--- config.mk ---
export PLATFORM = sky130hd
export DESIGN_NAME = result_fifo
export DESIGN_NICKNAME = d
export VERILOG_FILES = /design/src/rtl/result_fifo.sv
export SDC_FILE = /design/constraint.sdc
export NUM_CORES = 1
export LEC_CHECK = 0
export ABC_CLOCK_PERIOD_IN_PS = 8500
export CAP_MARGIN = 20
export CORE_MARGIN = 2
export CORE_UTILIZATION = 54
export DETAILED_ROUTE_END_ITERATION = 10
export PLACE_DENSITY = 0.75
export SETUP_SLACK_MARGIN = 0.5
export SLEW_MARGIN = 5
export SYNTH_ARGS = -nofsm -noshare
export SYNTH_HDL_FRONTEND = slang
export SYNTH_SLANG_ARGS = --single-unit
--- constraint.sdc ---
create_clock -name clk -period 8.5 [get_ports clk]
set_input_delay 2.125 -clock clk [delete_from_list [all_inputs] [get_ports clk]]
set_output_delay 2.125 -clock clk [all_outputs]
set_load 0.03 [all_outputs]
--- src/rtl/result_fifo.sv ---
// result_fifo: FWFT result buffer behind a no-backpressure pipeline stage, with sticky overflow tracking
//   clk, reset        rising-edge clock, synchronous active-high reset
//   valid_in, data_in one-cycle result pulse and value from the upstream stage
//   out_valid/out_data/out_ready  first-word-fall-through consumer interface
//   count, full, empty            occupancy 0..DEPTH
//   overflow, drop_cnt            sticky drop flag and saturating drop counter
module result_fifo #(
  parameter int WIDTH = 20,
  parameter int DEPTH = 8,
  parameter int CNTW  = 8
) (
  input  logic                     clk,
  input  logic                     reset,
  input  logic                     valid_in,
  input  logic [WIDTH-1:0]         data_in,
  output logic                     out_valid,
  output logic [WIDTH-1:0]         out_data,
  input  logic                     out_ready,
  output logic [$clog2(DEPTH):0]   count,
  output logic                     full,
  output logic                     empty,
  output logic                     overflow,
  output logic [CNTW-1:0]          drop_cnt
);
  localparam int AW = $clog2(DEPTH);
  logic [WIDTH-1:0] mem_q [DEPTH];
  logic [AW-1:0]    rd_ptr_q, rd_ptr_d, wr_ptr_q, wr_ptr_d;
  logic [AW:0]      count_q, count_d;
  logic             overflow_q, overflow_d;
  logic [CNTW-1:0]  drop_cnt_q, drop_cnt_d;
  logic             pop, push, drop;
  assign empty     = count_q == '0;
  assign full      = count_q == (AW+1)'(DEPTH);
  assign out_valid = !empty;
  assign out_data  = out_valid ? mem_q[rd_ptr_q] : '0;
  assign count     = count_q;
  assign overflow  = overflow_q;
  assign drop_cnt  = drop_cnt_q;
  assign pop  = out_valid & out_ready;
  // a pop in the same cycle frees the slot, so a full FIFO can still accept
  assign push = valid_in & (!full | pop);
  assign drop = valid_in & full & !pop;
  always_comb begin
    rd_ptr_d   = pop  ? rd_ptr_q + 1'b1 : rd_ptr_q;
    wr_ptr_d   = push ? wr_ptr_q + 1'b1 : wr_ptr_q;
    count_d    = (push & !pop) ? count_q + 1'b1 :
                 (pop & !push) ? count_q - 1'b1 : count_q;
    overflow_d = overflow_q | drop;
    drop_cnt_d = (drop & !(&drop_cnt_q)) ? drop_cnt_q + 1'b1 : drop_cnt_q;
  end
  always_ff @(posedge clk) begin
    if (reset) begin
      rd_ptr_q   <= '0;
      wr_ptr_q   <= '0;
      count_q    <= '0;
      overflow_q <= 1'b0;
      drop_cnt_q <= '0;
    end else begin
      rd_ptr_q   <= rd_ptr_d;
      wr_ptr_q   <= wr_ptr_d;
      count_q    <= count_d;
      overflow_q <= overflow_d;
      drop_cnt_q <= drop_cnt_d;
    end
  end
  // storage is not reset; its contents are only visible through rd_ptr when non-empty
  always_ff @(posedge clk)
    if (!reset && push) mem_q[wr_ptr_q] <= data_in;
endmodule

==> results_dict.tcl, run 1 <==
set metrics [dict create \
    status "finished, final reports clean" \
    grt_pass1_vias 3804 \
    core_mm2 0.0131 \
    layout-drive-gt1-share 0.215 \
    synth_fp_nets 414 \
    max_freq_mhz 194 \
    clock_path_buffers 2 \
    p_per_area_mw_per_mm2 294 \
    post_cts_resized 0 \
    area_delta_synth_final_pct 20.3 \
    grt_max_degree 41 \
    mostFrequentLayoutCells "160 x edfxtp_1, 59 x clkdlybuf4s50_1, 40 x mux4_2, 34 x nor2_1" \
    layout_commonest_cell "edfxtp_1" \
    cp_top_family "buffers and inverters" \
    synth_ff_type "edfxtp_1" \
    setup_violations 0 \
    fin_crit_sh 0.606 \
    via_per_inst 5.65 \
    synthArstFlopShare 0 \
    cp_num_buf_inv 2 \
    whs_path_depth 2 \
    reg2reg_slack_ns 5.41 \
    worstSkewPairLatency_ns 0.43 \
    slowest_stage "clkdlybuf4s50_1" \
    cts.clk_slew.worst_paths_ns 0.07 \
    fin_area_mm2 0.00858 \
    drtPass1Iterations 5 \
    grt_pass1_wl_um 20400 \
    relSlewSlack 0.426 \
    slew_violations 0 \
    crit_path_cell_trace "or4_2 -> inv_1 -> clkdlybuf4s50_1" \
    final_hold_viol_count 0 \
    routed_wirelength_um 12900 \
    ant_nets 0 \
    grt.total_usage 0.197 \
    io_buffers 59 \
    ys_seq_area_frac 0.735 \
    min_period_ns 5.15 \
    reg2reg_to "count[3]" \
    yosys_register_bits 182 \
    syn_area_mm2 0.00714 \
    antenna_cells 0 \
    r2r_start "count[0]" \
    cp-end-kind "primary output" \
    ys_types 41 \
    ctsHoldBuffers 0 \
    ir_drop_mv 0.229 \
    vias 3625 \
    die_w_um 119 \
    synth_edf_count 160 \
    syn_area_per_cell_um2 18.6 \
    hp-start "overflow" \
    tightest_slew_ns 0.858 \
    post_dp_cell_area_mm2 0.00798 \
    cts-htree-levels 4 \
    finalSetupTns_ns 0 \
    path_class "reg -> out" \
    num_rows 42 \
    pin_count 60 \
    holdPathEnd "overflow" \
    drtIter0Drc 317 \
    hold_path_class "reg -> reg" \
    die_y_um 119 \
    skew_ns 0.00964 \
    max_stage_delay_ns 0.81 \
    synth_warnings 0 \
    cts_tree "yes" \
    clock-sinks 182 \
    cp-start-kind "flip-flop" \
    crit_fanout 21 \
    arrival_ns 3.02 \
    root_buffer "clkbuf_16" \
    netlist_instances 383 \
    max_cap_violations 0 \
    reg2regPathDepth 10 \
    crit_required_ns 6.38 \
    rsz0062_at_grt "no" \
    p_leak_nw 2.72 \
    die-area_mm2 0.0142 \
    initial_core_util 0.545 \
    fin_nets 484 \
    cts_buffers 17 \
    place_congestion 0.753 \
    drcViolationCount 0 \
    grt_antenna_before_repair 0 \
    routedWlPerCell_um 20.1 \
    postCtsSetupRepairBufs 0 \
    place_hpwl_um 7490 \
    grt-ovfl-total 0 \
]
power by group:
| group | switching, mW | total (mW) | internal [mW] | leakage (nW) |
|---|---|---|---|---|
| Sequential | 0.0193 | 1.02 | 1.00 | 1.62 |
| Combinational | 0.390 | 0.715 | 0.325 | 0.807 |
| Clock | 0.326 | 0.789 | 0.464 | 0.286 |
| Total | 0.735 | 2.53 | 1.79 | 2.72 |
final cells by class:
type                       count  area [µm²]
fill                         855        4500
timing repair buffer          70         673
tap                          176         220
clock inverter                15         179
inverter                       7        27.5
sequential                   182        5250
clock buffer                  17         425
multi-input combinational    175        1810
routing by layer:
layer | vias to the layer above | share of wire | track usage
met5 | - | 0 | 0
li1 | 1670 | - | -
met3 | 14 | 0.049 | 0.0474
met1 | 1844 | 0.42 | 0.255
met4 | 0 | 0.013 | 0.0744
met2 | 97 | 0.52 | 0.325
cell families (layout without fill, tap and decap cells):
logic type / count (synthesis) / in the layout / share of synthesized area
flip-flops: 182 / 182 / 0.735
AND/OR/NAND/NOR: 78 / 78 / 0.0529
multiplexers: 62 / 62 / 0.157
buffers and inverters: 26 / 109 / 0.0156
AO/OA/AOI/OAI: 24 / 24 / 0.0210
adder cells (fa/ha/maj): 7 / 7 / 0.0133
XOR/XNOR: 4 / 4 / 0.00491
sequential cells by signal, summed over array words and instances, names as in the netlist, named ones only:
signal,count
rd_ptr_q,3
drop_cnt,8
count,4
overflow,1
wr_ptr_q,3
mem_q,160
worst min-delay path: cells and delay by family, from the launching register on:
family | cells | cell delay (ns)
DFF | 1 | 0.33
and+or+nand+nor | 2 | 0.12
metrics by stage:
stage | cells | hold WS (ns) | total power, mW | worst slack, ns | utilization
after floorplan | 383 | 0.454 | 1.54 | 3.59 | -
final | 642 | 0.479 | 2.53 | 3.35 | 0.656
after global placement | 610 | 0.460 | 1.76 | 3.78 | 0.610
after global routing | 642 | 0.525 | 2.64 | 3.13 | 0.656
after detailed placement | 610 | 0.468 | 1.77 | 3.70 | 0.610
after CTS | 642 | 0.488 | 2.56 | 3.22 | 0.656
worst max-delay path by stage:
stage,start,to,slack (ns),cells after the start
2_1_floorplan,out_ready,mem_q[0][0],3.59,4
3_3_place_gp,count[0],empty,3.78,3
3_5_place_dp,count[0],empty,3.70,3
4_1_cts,count[0],empty,3.22,3
5_1_grt,count[0],empty,3.13,3
6_report,count[0],empty,3.35,3
cells in the mapped netlist (2+ instances only):
library cell	n	share of area
a211oi_1	2	0.0021
a21oi_1	11	0.0077
and4_1	2	0.0025
buf_1	2	0.0011
buf_2	4	0.0028
clkbuf_1	12	0.0063
dfxtp_1	22	0.062
edfxtp_1	160	0.67
ha_1	6	0.011
inv_1	6	0.0032
mux2i_1	21	0.029
mux4_2	40	0.13
nand2_1	10	0.0053
nand2b_1	2	0.0018
nand3_1	9	0.0063
nor2_1	38	0.020
nor3_1	2	0.0014
nor4_1	3	0.0026
o21ai_0	3	0.0021
o31ai_1	3	0.0032
or4_1	3	0.0032
xor2_1	3	0.0037
Note: power is estimated with default switching activity, not from simulation.
==> run 2, diff against run 1 <==
ABC_CLOCK_PERIOD_IN_PS = 4800   (was 8500)
clock period = 4.8 ns   (was 8.5 ns; I/O delays follow)
==> results_dict.tcl, run 2 (synthesis results as in run 1) <==
set metrics [dict create \
    min_period_ns 4.05 \
    worstSkewPairLatency_ns 0.43 \
    max_cap_violations 0 \
    whs_ns 0.482 \
    clock-sinks 182 \
    fin_nets 488 \
    final_hold_viol_count 0 \
    cts-htree-levels 4 \
    cts_buffers 17 \
    pin_count 60 \
    instances_no_fill 646 \
    setup_violations 0 \
    reg2regPathDepth 10 \
    r2r_start "count[0]" \
    cts_tree "yes" \
    drcViolationCount 0 \
    root_buffer "clkbuf_16" \
    routed_wirelength_um 13300 \
    p_per_area_mw_per_mm2 513 \
    ant_nets 0 \
    regMostFlops "mem_q" \
    crit_required_ns 3.60 \
    arrival_ns 2.85 \
    place_hpwl_um 7840 \
    routedWlPerCell_um 20.6 \
    holdPathEnd "overflow" \
    die-area_mm2 0.0142 \
    grt_max_degree 41 \
    via_per_inst 5.71 \
    rsz0062_at_grt "no" \
    grt.total_usage 0.205 \
    p_leak_nw 2.72 \
    path_class "reg -> out" \
    hp-start "overflow" \
    layout-drive-gt1-share 0.206 \
    grt_antenna_before_repair 0 \
    place_congestion 0.817 \
    drtPass1Iterations 4 \
    io_buffers 59 \
    die_y_um 119 \
    grt_pass1_wl_um 21300 \
    num_rows 42 \
    grt-ovfl-total 0 \
    crit_fanout 15 \
    fin_crit_sh 0.845 \
    layout_commonest_cell "edfxtp_1" \
    cp-end-kind "primary output" \
    tightest_slew_ns 0.637 \
    reg2reg_slack_ns 1.72 \
    antenna_cells 0 \
    clock_path_buffers 2 \
    finalSetupTns_ns 0 \
    max_freq_mhz 247 \
    ir_drop_mv 0.282 \
    place_inst 614 \
    status "finished, final reports clean" \
    initial_core_util 0.545 \
    cp-start-kind "flip-flop" \
    postCtsSetupRepairBufs 0 \
    hold_path_class "reg -> reg" \
    vias 3686 \
    grt_pass1_vias 3937 \
    reg2reg_to "count[3]" \
    slew_violations 0 \
    relSlewSlack 0.575 \
    largest_reg_flops 160 \
    mostFrequentLayoutCells "160 x edfxtp_1, 59 x clkdlybuf4s50_1, 40 x mux4_2, 34 x nor2_1" \
    cts.clk_slew.worst_paths_ns 0.06 \
    area_delta_synth_final_pct 20.2 \
    whs_path_depth 2 \
    core_mm2 0.0131 \
    skew_ns 0.0144 \
    drtIter0Drc 280 \
    die_w_um 119 \
]
[run 2: cell types whose count changed in the layout (fill, tap and decap cells not counted)]
| cell | before | now |
|---|---|---|
| clkbuf_1 | 0 | 7 |
| clkbuf_8 | 0 | 4 |
| buf_4 | 11 | 14 |
| inv_6 | 3 | 0 |
| bufinv_16 | 3 | 1 |
| clkinv_2 | 4 | 2 |
| clkinv_4 | 2 | 0 |
| clkinvlp_4 | 4 | 2 |
| buf_12 | 0 | 1 |
| clkinv_1 | 0 | 1 |
| inv_1 | 6 | 5 |
[run 2: what timing repair did]
item | 4_1_cts | 5_1_grt
setup endpoints to repair | 0 | 7
resized for setup | 0 | 1
hold buffers | 0 | 0
[run 2: stage by stage]
step / worst slack, ns / power [mW] / cell area [µm²] / utilization
after floorplan: 0.813 / 2.72 / 7140 / -
after global placement: 1.07 / 3.14 / 8020 / 0.613
after detailed placement: 0.971 / 3.17 / 8020 / 0.613
after CTS: 0.501 / 4.45 / 8580 / 0.655
after global routing: 0.665 / 4.59 / 8580 / 0.656
final: 0.746 / 4.40 / 8580 / 0.656
[run 2: worst max-delay path: stages (launching register included)]
cell	delay, ns
dfxtp_1	0.37
or4_2	0.77
clkinvlp_4	0.32
buf_4	0.25
nor2_1	0.10
clkdlybuf4s50_1	0.61
[run 2: worst max path at each step]
stage          cells past startpoint           end  slack [ns]      start
2_1_floorplan                      4   mem_q[0][0]        0.81  out_ready
3_3_place_gp                       5  out_data[19]        1.07   count[0]
3_5_place_dp                       5  out_data[19]        0.97   count[0]
4_1_cts                            5  out_data[19]        0.50   count[0]
5_1_grt                            5  out_data[19]        0.66   count[0]
6_report                           5  out_data[19]        0.75   count[0]
[run 2: cell type report]
type                            count  area (µm²)
Clock buffer                       28         507
Clock inverter                      4        46.3
Fill cell                         867        4510
Inverter                            7        31.3
Multi-Input combinational cell    175        1810
Sequential cell                   182        5250
Tap cell                          176         220
Timing Repair Buffer               74         716
[run 2: power by group]
group,switching (mW),total [mW],internal [mW]
registers,0.0572,1.84,1.78
logic,0.687,1.28,0.597
clock network,0.517,1.28,0.767
[run 2: metal layers]
| metal | vias to the layer above | wire length (µm) | track usage |
|---|---|---|---|
| met5 | - | 0 | 0 |
| met4 | 0 | 186 | 0.0766 |
| met3 | 16 | 750 | 0.0517 |
| met2 | 112 | 6850 | 0.342 |
| met1 | 1881 | 5510 | 0.263 |
| li1 | 1677 | - | - |
==> run 3, diff against run 2 <==
ABC_CLOCK_PERIOD_IN_PS = 3500   (was 4800)
CORE_UTILIZATION = 52   (was 54)
PLACE_DENSITY = 0.76   (was 0.75)
clock period = 3.5 ns   (was 4.8 ns; I/O delays follow)
==> results_dict.tcl, run 3 (synthesis results as in run 1) <==
set metrics [dict create \
    routedWlPerCell_um 20.8 \
    arrival_ns 2.01 \
    fin_nets 490 \
    initial_core_util 0.535 \
    routed_wirelength_um 13400 \
    ir_drop_mv 0.436 \
    place_congestion 0.803 \
    cts.clk_slew.worst_paths_ns 0.06 \
    place_hpwl_um 7560 \
    status "finished, final reports clean" \
    cp-end-kind "primary output" \
    reg2reg_to "count[3]" \
    min_period_ns 2.89 \
    relSlewSlack 0.718 \
    grt-ovfl-total 0 \
    largest_reg_flops 160 \
    setup_violations 0 \
    reg2reg_slack_ns 0.70 \
    p_leak_nw 2.79 \
    p_per_area_mw_per_mm2 713 \
    antenna_cells 0 \
    pin_count 60 \
    path_class "reg -> out" \
    tightest_slew_ns 0.420 \
    hold_path_class "reg -> reg" \
    layout_commonest_cell "edfxtp_1" \
    instances_no_fill 648 \
    utilization 0.646 \
    final_hold_viol_count 0 \
    regMostFlops "mem_q" \
    rsz0062_at_grt "no" \
    via_per_inst 5.74 \
    num_rows 42 \
    cts_buffers 17 \
    max_stage_delay_ns 0.51 \
    mostFrequentLayoutCells "160 x edfxtp_1, 40 x mux4_2, 36 x clkdlybuf4s50_1, 34 x nor2_1, 33 x buf_4" \
    place_inst 615 \
    crit_path_cell_trace "buf_16 -> mux4_2 -> mux2i_1 -> nor2_1 -> buf_4" \
    hp-start "rd_ptr_q[1]" \
    clock_path_buffers 2 \
    die-area_mm2 0.0147 \
    drtPass1Iterations 4 \
    crit_fanout 20 \
    grt_pass1_vias 3844 \
    r2r_start "count[0]" \
    cts-htree-levels 4 \
    reg2regPathDepth 10 \
    ant_nets 0 \
    cp_num_buf_inv 2 \
    fillers 914 \
    fin_crit_sh 0.825 \
    drcViolationCount 0 \
    layout-drive-gt1-share 0.258 \
    vias 3720 \
    core_mm2 0.0133 \
    finalPower_mw 6.15 \
    path_depth 5 \
    area_delta_synth_final_pct 20.8 \
    die_y_um 121 \
    cp-start-kind "flip-flop" \
    grt_pass1_wl_um 20500 \
    die_w_um 121 \
    grt_antenna_before_repair 0 \
    worstSkewPairLatency_ns 0.43 \
    grt.total_usage 0.194 \
    io_buffers 59 \
    whs_path_depth 2 \
    root_buffer "clkbuf_16" \
    clock-sinks 182 \
    slew_violations 0 \
    drtIter0Drc 265 \
    slowest_stage "mux4_2" \
    finalSetupTns_ns 0 \
    postCtsSetupRepairBufs 0 \
    cp_top_family "multiplexers" \
    cts_tree "yes" \
    skew_ns 0.00869 \
    grt_max_degree 41 \
    whs_ns 0.491 \
    crit_required_ns 2.62 \
    max_cap_violations 0 \
    max_freq_mhz 346 \
]
## run 3: cell count changes in the layout (fill, tap and decap cells not counted), sizes merged, moves of 2 or more
cell,before,now
clkdlybuf4s50,59,36
buf,15,36
clkbuf,28,21
clkinv,3,8
dlygate4sd2,0,3
bufinv,1,3
## run 3: per-layer routing
| metal | part of all wire | vias up | GRT usage |
|---|---|---|---|
| li1 | - | 1693 | - |
| met1 | 0.40 | 1878 | 0.243 |
| met2 | 0.52 | 124 | 0.331 |
| met3 | 0.060 | 25 | 0.0442 |
| met4 | 0.021 | 0 | 0.0754 |
| met5 | 0 | - | 0 |
## run 3: layout make-up
class / count / area [µm²] / area share
flip-flops and latches: 182 / 5250 / 0.608
clock inverters: 12 / 135 / 0.0157
inverters: 7 / 27.5 / 0.00319
well taps: 176 / 220 / 0.0255
clock buffers: 20 / 437 / 0.0506
multi-input cells: 175 / 1840 / 0.213
repair buffers: 76 / 718 / 0.0833
## run 3: what timing repair did
action | CTS | global route
setup endpoints to repair | 24 | 22
gates resized for setup | 8 | 5
pin swaps | 0 | 0
hold buffers | 0 | 0
gates cloned | 0 | 1
## run 3: power breakdown
group	switching [mW]	total (mW)	leakage (nW)	internal, mW
registers	0.0634	2.50	1.62	2.44
clock network	0.741	1.85	0.274	1.11
logic	0.981	1.79	0.893	0.814
total	1.78	6.15	2.79	4.36
## run 3: worst max-delay path by stage
stage,start,end,slack [ns]
global route,flip-flop,out_data[19],0.47
detailed placement,out_ready,count[3],0.16
CTS,count[0],out_data[4],0.46
finish,flip-flop,out_data[8],0.61
global placement,out_ready,count[3],0.27
floorplan,count[0],count[3],0.52
## run 3: worst reg2reg max path: stages (launching register included)
cell and delay [ns]:
dfxtp_1 0.39, or4b_4 0.60, o21ai_2 0.17, inv_1 0.12
ha_1 0.21, inv_1 0.14, ha_1 0.30, a21oi_2 0.16
a211oi_1 0.09, a31oi_1 0.17, mux2_2 0.35
## run 3: stage by stage
| stage | setup slack, ns | instance area [µm²] |
|---|---|---|
| global placement | 0.266 | 8000 |
| floorplan | 0.522 | 7160 |
| finish | 0.612 | 8620 |
| CTS | 0.462 | 8580 |
| detailed placement | 0.156 | 8000 |
| global route | 0.468 | 8620 |
